### src/rtl/fp_mul_arbiter.sv
// rtl/fp_mul_arbiter.sv - two-requester round-robin arbiter around one shared FP32 multiplier
//
// Ports:
//   clk, rst               single clock, synchronous active-high reset
//   req0_valid/req0_ready  requester-0 handshake; ready is combinational, high only on its grant cycle
//   req0_a, req0_b         requester-0 operands (IEEE-754 single-precision layout)
//   req1_*                 same as req0_* for requester 1
//   res_valid/res_ready    result handshake; result held stable until accepted
//   res_data               truncated product of the granted operands
//   res_tag                index of the requester that owns res_data
//   busy                   high whenever an operation is in flight (state not IDLE)
//   op_count               number of results consumed, wraps at 16 bits

module fp_mul_arbiter #(
  parameter int XLEN = 32
) (
  input  logic            clk,
  input  logic            rst,
  input  logic            req0_valid,
  output logic            req0_ready,
  input  logic [XLEN-1:0] req0_a,
  input  logic [XLEN-1:0] req0_b,
  input  logic            req1_valid,
  output logic            req1_ready,
  input  logic [XLEN-1:0] req1_a,
  input  logic [XLEN-1:0] req1_b,
  output logic            res_valid,
  input  logic            res_ready,
  output logic [XLEN-1:0] res_data,
  output logic            res_tag,
  output logic            busy,
  output logic [15:0]     op_count
);

  typedef enum logic [1:0] {
    IDLE = 2'd0,
    CALC = 2'd1,
    HOLD = 2'd2
  } state_e;

  state_e          state_q;
  logic [XLEN-1:0] op_a_q;
  logic [XLEN-1:0] op_b_q;
  logic            tag_q;
  logic            last_q;      // requester granted most recently
  logic            res_valid_q;
  logic [XLEN-1:0] res_data_q;
  logic            res_tag_q;
  logic [15:0]     op_count_q;

  // ---------------------------------------------------------------
  // Arbitration: only in IDLE and never while reset is asserted.
  // Contested requests go to the requester that did not win last.
  // ---------------------------------------------------------------
  logic grant_any;
  logic grant_idx;

  assign grant_any = (state_q == IDLE) && !rst && (req0_valid || req1_valid);
  assign grant_idx = (req0_valid && req1_valid) ? ~last_q : req1_valid;

  assign req0_ready = grant_any && !grant_idx;
  assign req1_ready = grant_any &&  grant_idx;

  // ---------------------------------------------------------------
  // Truncating FP32 multiply of the captured operands.
  // Only the top 25 bits of the 48-bit mantissa product matter:
  // bit 24 here is P[47], which selects the normalisation shift.
  // ---------------------------------------------------------------
  logic [24:0]     prod_hi;
  logic [7:0]      exp_sum;
  logic [7:0]      exp_d;
  logic [22:0]     mant_d;
  logic            sign_d;
  logic [XLEN-1:0] res_data_d;
  logic [15:0]     op_count_d;

  assign prod_hi = 25'((48'({1'b1, op_a_q[22:0]}) * 48'({1'b1, op_b_q[22:0]})) >> 23);
  // 8-bit arithmetic gives the modulo-256 exponent wrap for free.
  assign exp_sum = op_a_q[30:23] + op_b_q[30:23] - 8'd127;
  assign exp_d   = prod_hi[24] ? (exp_sum + 8'd1) : exp_sum;
  assign mant_d  = prod_hi[24] ? prod_hi[23:1] : prod_hi[22:0];
  assign sign_d  = op_a_q[31] ^ op_b_q[31];

  assign res_data_d = {sign_d, exp_d, mant_d};
  assign op_count_d = op_count_q + 16'd1;

  // ---------------------------------------------------------------
  // Control FSM with registered result outputs.
  // ---------------------------------------------------------------
  always_ff @(posedge clk) begin
    if (rst) begin
      state_q     <= IDLE;
      op_a_q      <= '0;
      op_b_q      <= '0;
      tag_q       <= 1'b0;
      last_q      <= 1'b1;      // makes requester 0 win the first contested grant
      res_valid_q <= 1'b0;
      res_data_q  <= '0;
      res_tag_q   <= 1'b0;
      op_count_q  <= '0;
    end else begin
      case (state_q)
        IDLE: begin
          if (grant_any) begin
            op_a_q  <= grant_idx ? req1_a : req0_a;
            op_b_q  <= grant_idx ? req1_b : req0_b;
            tag_q   <= grant_idx;
            last_q  <= grant_idx;
            state_q <= CALC;
          end
        end
        CALC: begin
          res_data_q  <= res_data_d;
          res_tag_q   <= tag_q;
          res_valid_q <= 1'b1;
          state_q     <= HOLD;
        end
        HOLD: begin
          if (res_ready) begin
            res_valid_q <= 1'b0;
            op_count_q  <= op_count_d;
            state_q     <= IDLE;
          end
        end
        default: begin
          state_q <= IDLE;
        end
      endcase
    end
  end

  assign res_valid = res_valid_q;
  assign res_data  = res_data_q;
  assign res_tag   = res_tag_q;
  assign op_count  = op_count_q;
  assign busy      = (state_q != IDLE);

endmodule

### config.mk
export PLATFORM = sky130hd
export DESIGN_NAME = fp_mul_arbiter
export DESIGN_NICKNAME = d
export VERILOG_FILES = /design/src/rtl/fp_mul_arbiter.sv
export SDC_FILE = /design/constraint.sdc
export NUM_CORES = 2
export LEC_CHECK = 0
export ABC_CLOCK_PERIOD_IN_PS = 9100
export CORE_MARGIN = 2
export CORE_UTILIZATION = 26
export DETAILED_ROUTE_END_ITERATION = 10
export GPL_ROUTABILITY_DRIVEN = 1
export MAX_ROUTING_LAYER = met4
export PLACE_DENSITY = 0.39
export SLEW_MARGIN = 25
export SYNTH_ARGS = -nofsm -noshare
export SYNTH_HDL_FRONTEND = slang
export SYNTH_SLANG_ARGS = --single-unit
### constraint.sdc
create_clock -name clk -period 9.1 [get_ports clk]
set_input_delay 2.73 -clock clk [delete_from_list [all_inputs] [get_ports clk]]
set_output_delay 2.73 -clock clk [all_outputs]
set_load 0.03 [all_outputs]
==> run summary <==
status -> complete, but fails checks
failing checks -> design-rule violations
RD Place Congestion -> 0.887
TNS Setup -> 0 ns
clk buf depth -> 2
CP Class -> reg2reg
CTS Root Cell -> clkbuf_16
Syn Area/Cell -> 8.81 um2
via/cell ratio -> 4.65
CTS sink count -> 118
synth warn -> 0
period utilisation layout -> 93.8%
Syn Nets -> 3476
Post-synth EDFFs -> 0
Hold Path Depth -> 2
leak pwr -> 13.1 nW
CP max stage delay -> 0.88 ns
Top FF cell, synth -> dfxtp_1
Starting Density -> 26.2%
Final Hold Vio Count -> 0
I/O Buffers -> 185
worst ir drop on vdd -> 0.000161 V
register bit total from synthesis -> 118
critical path required time -> 9.44 ns
vias in the first global route -> 21200
post-synthesis cell count -> 2677
Tmin final -> 8.54 ns
pre-CTS setup slack -> 0.596 ns
fin. max-slew vios -> 0
later-pin clock latency in the skew report -> 0.46 ns
CP max FO -> 14
antenna violations before repair -> 12
htree depth -> 4
share of post-route cells with drive strength above 1 -> 4.82%
Final Setup Violations -> 0
sequential area share after synthesis -> 10.0%
Critical Path Stages -> 25
FFs w/ async S/R, synth -> 0%
Crit-path slowest cell -> dfxtp_1
sw power -> 1.14 mW
share of total power in the clock network -> 26.7%
antenna-violating nets left -> 0
P_int -> 1.43 mW
slew of the pin with the lowest slew margin -> 1.02 ns
min setup slack post-route -> 0.565 ns
Sw Share -> 44.4%
logic gate share of total power -> 47.9%
CTS buffer count -> 17
ranking of synthesized cells by area -> fa_1 41%, dfxtp_1 10%, ha_1 9.8%, inv_1 9.6%, and2_1 6.3%
area leader, netlist -> fa_1
Crit. End Element -> flip-flop
core area -> 89900 um2
r2r worst-path depth -> 25
final WL -> 85700 um
DRT Pass-1 Iters -> 11
die width -> 305 um
DR vias -> 18600
chip height -> 305 um
Arrival @ worst endpoint -> 8.88 ns
DP Wirelength -> 69700 um
Final Power -> 2.58 mW
drt wl/cell -> 21.4 um
die area -> 93100 um2
DRC errors left -> 2
Layout area overhead -> 17.0%
Mapped Area -> 23600 um2
initial drt markers -> 1190
Setup Fix Bufs, Post-CTS -> 0
worst min path class -> reg2reg
Slew Limit Headroom -> 32.0%
I/O Pins -> 186
clk slew on worst S/H paths -> 0.06 ns
top cell type's share of synthesized area -> 40.9%
# hold bufs at CTS -> 0
CP Launch Type -> flip-flop
RSZ-0062 raised after global routing -> false
largest net degree at the start of global routing -> 76
Worst path top cell family by delay -> adder cells
CTS tree -> yes
All-Layer GR Usage -> 19.5%
clock skew -> 0.0120 ns
Max-Cap Viols -> 0
Rows -> 110
Seq pwr share -> 25.4%
Buf+Inv Stages, Crit Path -> 8
Layout Nets -> 3609
total gr overflow -> 0
Power Dens Cells -> 93.4 nW/um2
Netlist cell types -> 71
fmax -> 117 MHz
first-pass GRT wire length -> 131000 um
cts repair resizes -> 0
==> placed cells by master, fill, tap and decap left out, types with 25 or more instances in the layout <==
cell / instances
dfxtp_1: 115
and2_1: 238
a21oi_1: 64
nor2_1: 145
ha_1: 184
fa_1: 482
clkdlybuf4s50_1: 184
o21ai_0: 44
a21o_1: 27
inv_1: 603
nand2_1: 324
buf_4: 77
a222oi_1: 64
xor2_1: 25
==> worst reg2reg max path, cell delays in order (launching register included) <==
cell,delay [ns]
dfxtp_1,0.88
buf_4,0.38
nand2_1,0.12
fa_1,0.54
inv_1,0.05
fa_1,0.48
inv_1,0.06
fa_1,0.52
inv_1,0.05
fa_1,0.52
inv_1,0.06
fa_1,0.53
inv_1,0.05
fa_1,0.49
inv_1,0.05
fa_1,0.49
inv_1,0.05
ha_1,0.34
and3_1,0.27
nand4_1,0.13
a2111oi_0,0.48
a211oi_2,0.26
a211oi_1,0.80
o21ai_0,0.26
xnor2_1,0.22
a221o_1,0.34
==> flip-flops by register name (all words and copies together), names as in the netlist <==
name / count
op_a_q: 32
res_tag: 1
res_valid: 1
op_count: 16
res_data: 32
tag_q: 1
state_q: 2
last_q: 1
op_b_q: 32
==> per-layer routing <==
layer	share of wire (%)	vias to the layer above	global-route usage, %
met4	3.4	0	6.74
met1	41	9609	22.5
li1	-	8465	-
met3	4.0	124	2.89
met5	0	-	-
met2	52	445	34.5
==> synth_stat cells (all sizes together) (27+ instances only) <==
library cell and number:
dfxtp 118, o21ai 46, a222oi 64, nor2 146, fa 482, and2 239, ha 184, nand2 324
a21oi 64, clkbuf 129, inv 603, a21o 27
==> cells by family after synthesis <==
logic type      count (synthesis)  share of synthesized area, %
buf+inv                       754                          12.1
simple gates                  804                          16.5
mux                             2                        0.0849
xor+xnor                       47                          1.75
flops                         118                          10.0
compound gates                286                          8.90
fa+ha+maj                     666                          50.7
==> power groups by stage <==
stage / Combinational (mW) / Sequential [mW] / Clock (mW)
2_1_floorplan: 0.727 / 0.630 / 0
3_3_place_gp: 1.24 / 0.663 / 0
3_5_place_dp: 1.24 / 0.664 / 0
4_1_cts: 1.25 / 0.654 / 0.707
5_1_grt: 1.38 / 0.660 / 0.729
6_report: 1.23 / 0.653 / 0.689
==> layout make-up <==
type,instances,area [um2]
antenna,10,25.0
clock buffer,20,447
clock inverter,12,143
fill,9579,62300
inverter,605,2270
multi-input combinational,1805,18400
sequential,118,2370
tap,1176,1470
timing repair buffer,263,2460
==> stage by stage <==
stage	instance area (um2)	cells	hold slack [ns]	utilization [%]
global route	27600	4007	0.487	30.7
global placement	27000	3967	0.439	30.0
detailed placement	27000	3967	0.452	30.0
finish	27600	4009	0.455	30.7
floorplan	23600	2677	0.431	-
CTS	27600	3999	0.460	30.7
==> final timing paths <==
check | from | to | slack, ns
worst max-delay path | op_b_q[4] | res_data[20] | 0.56
worst min-delay path | res_data[5] | res_data[5] | 0.46
worst max register to register | op_b_q[4] | res_data[20] | 0.56
worst min register to register | res_data[5] | res_data[5] | 0.46
Power figures use the tool's default switching activity.
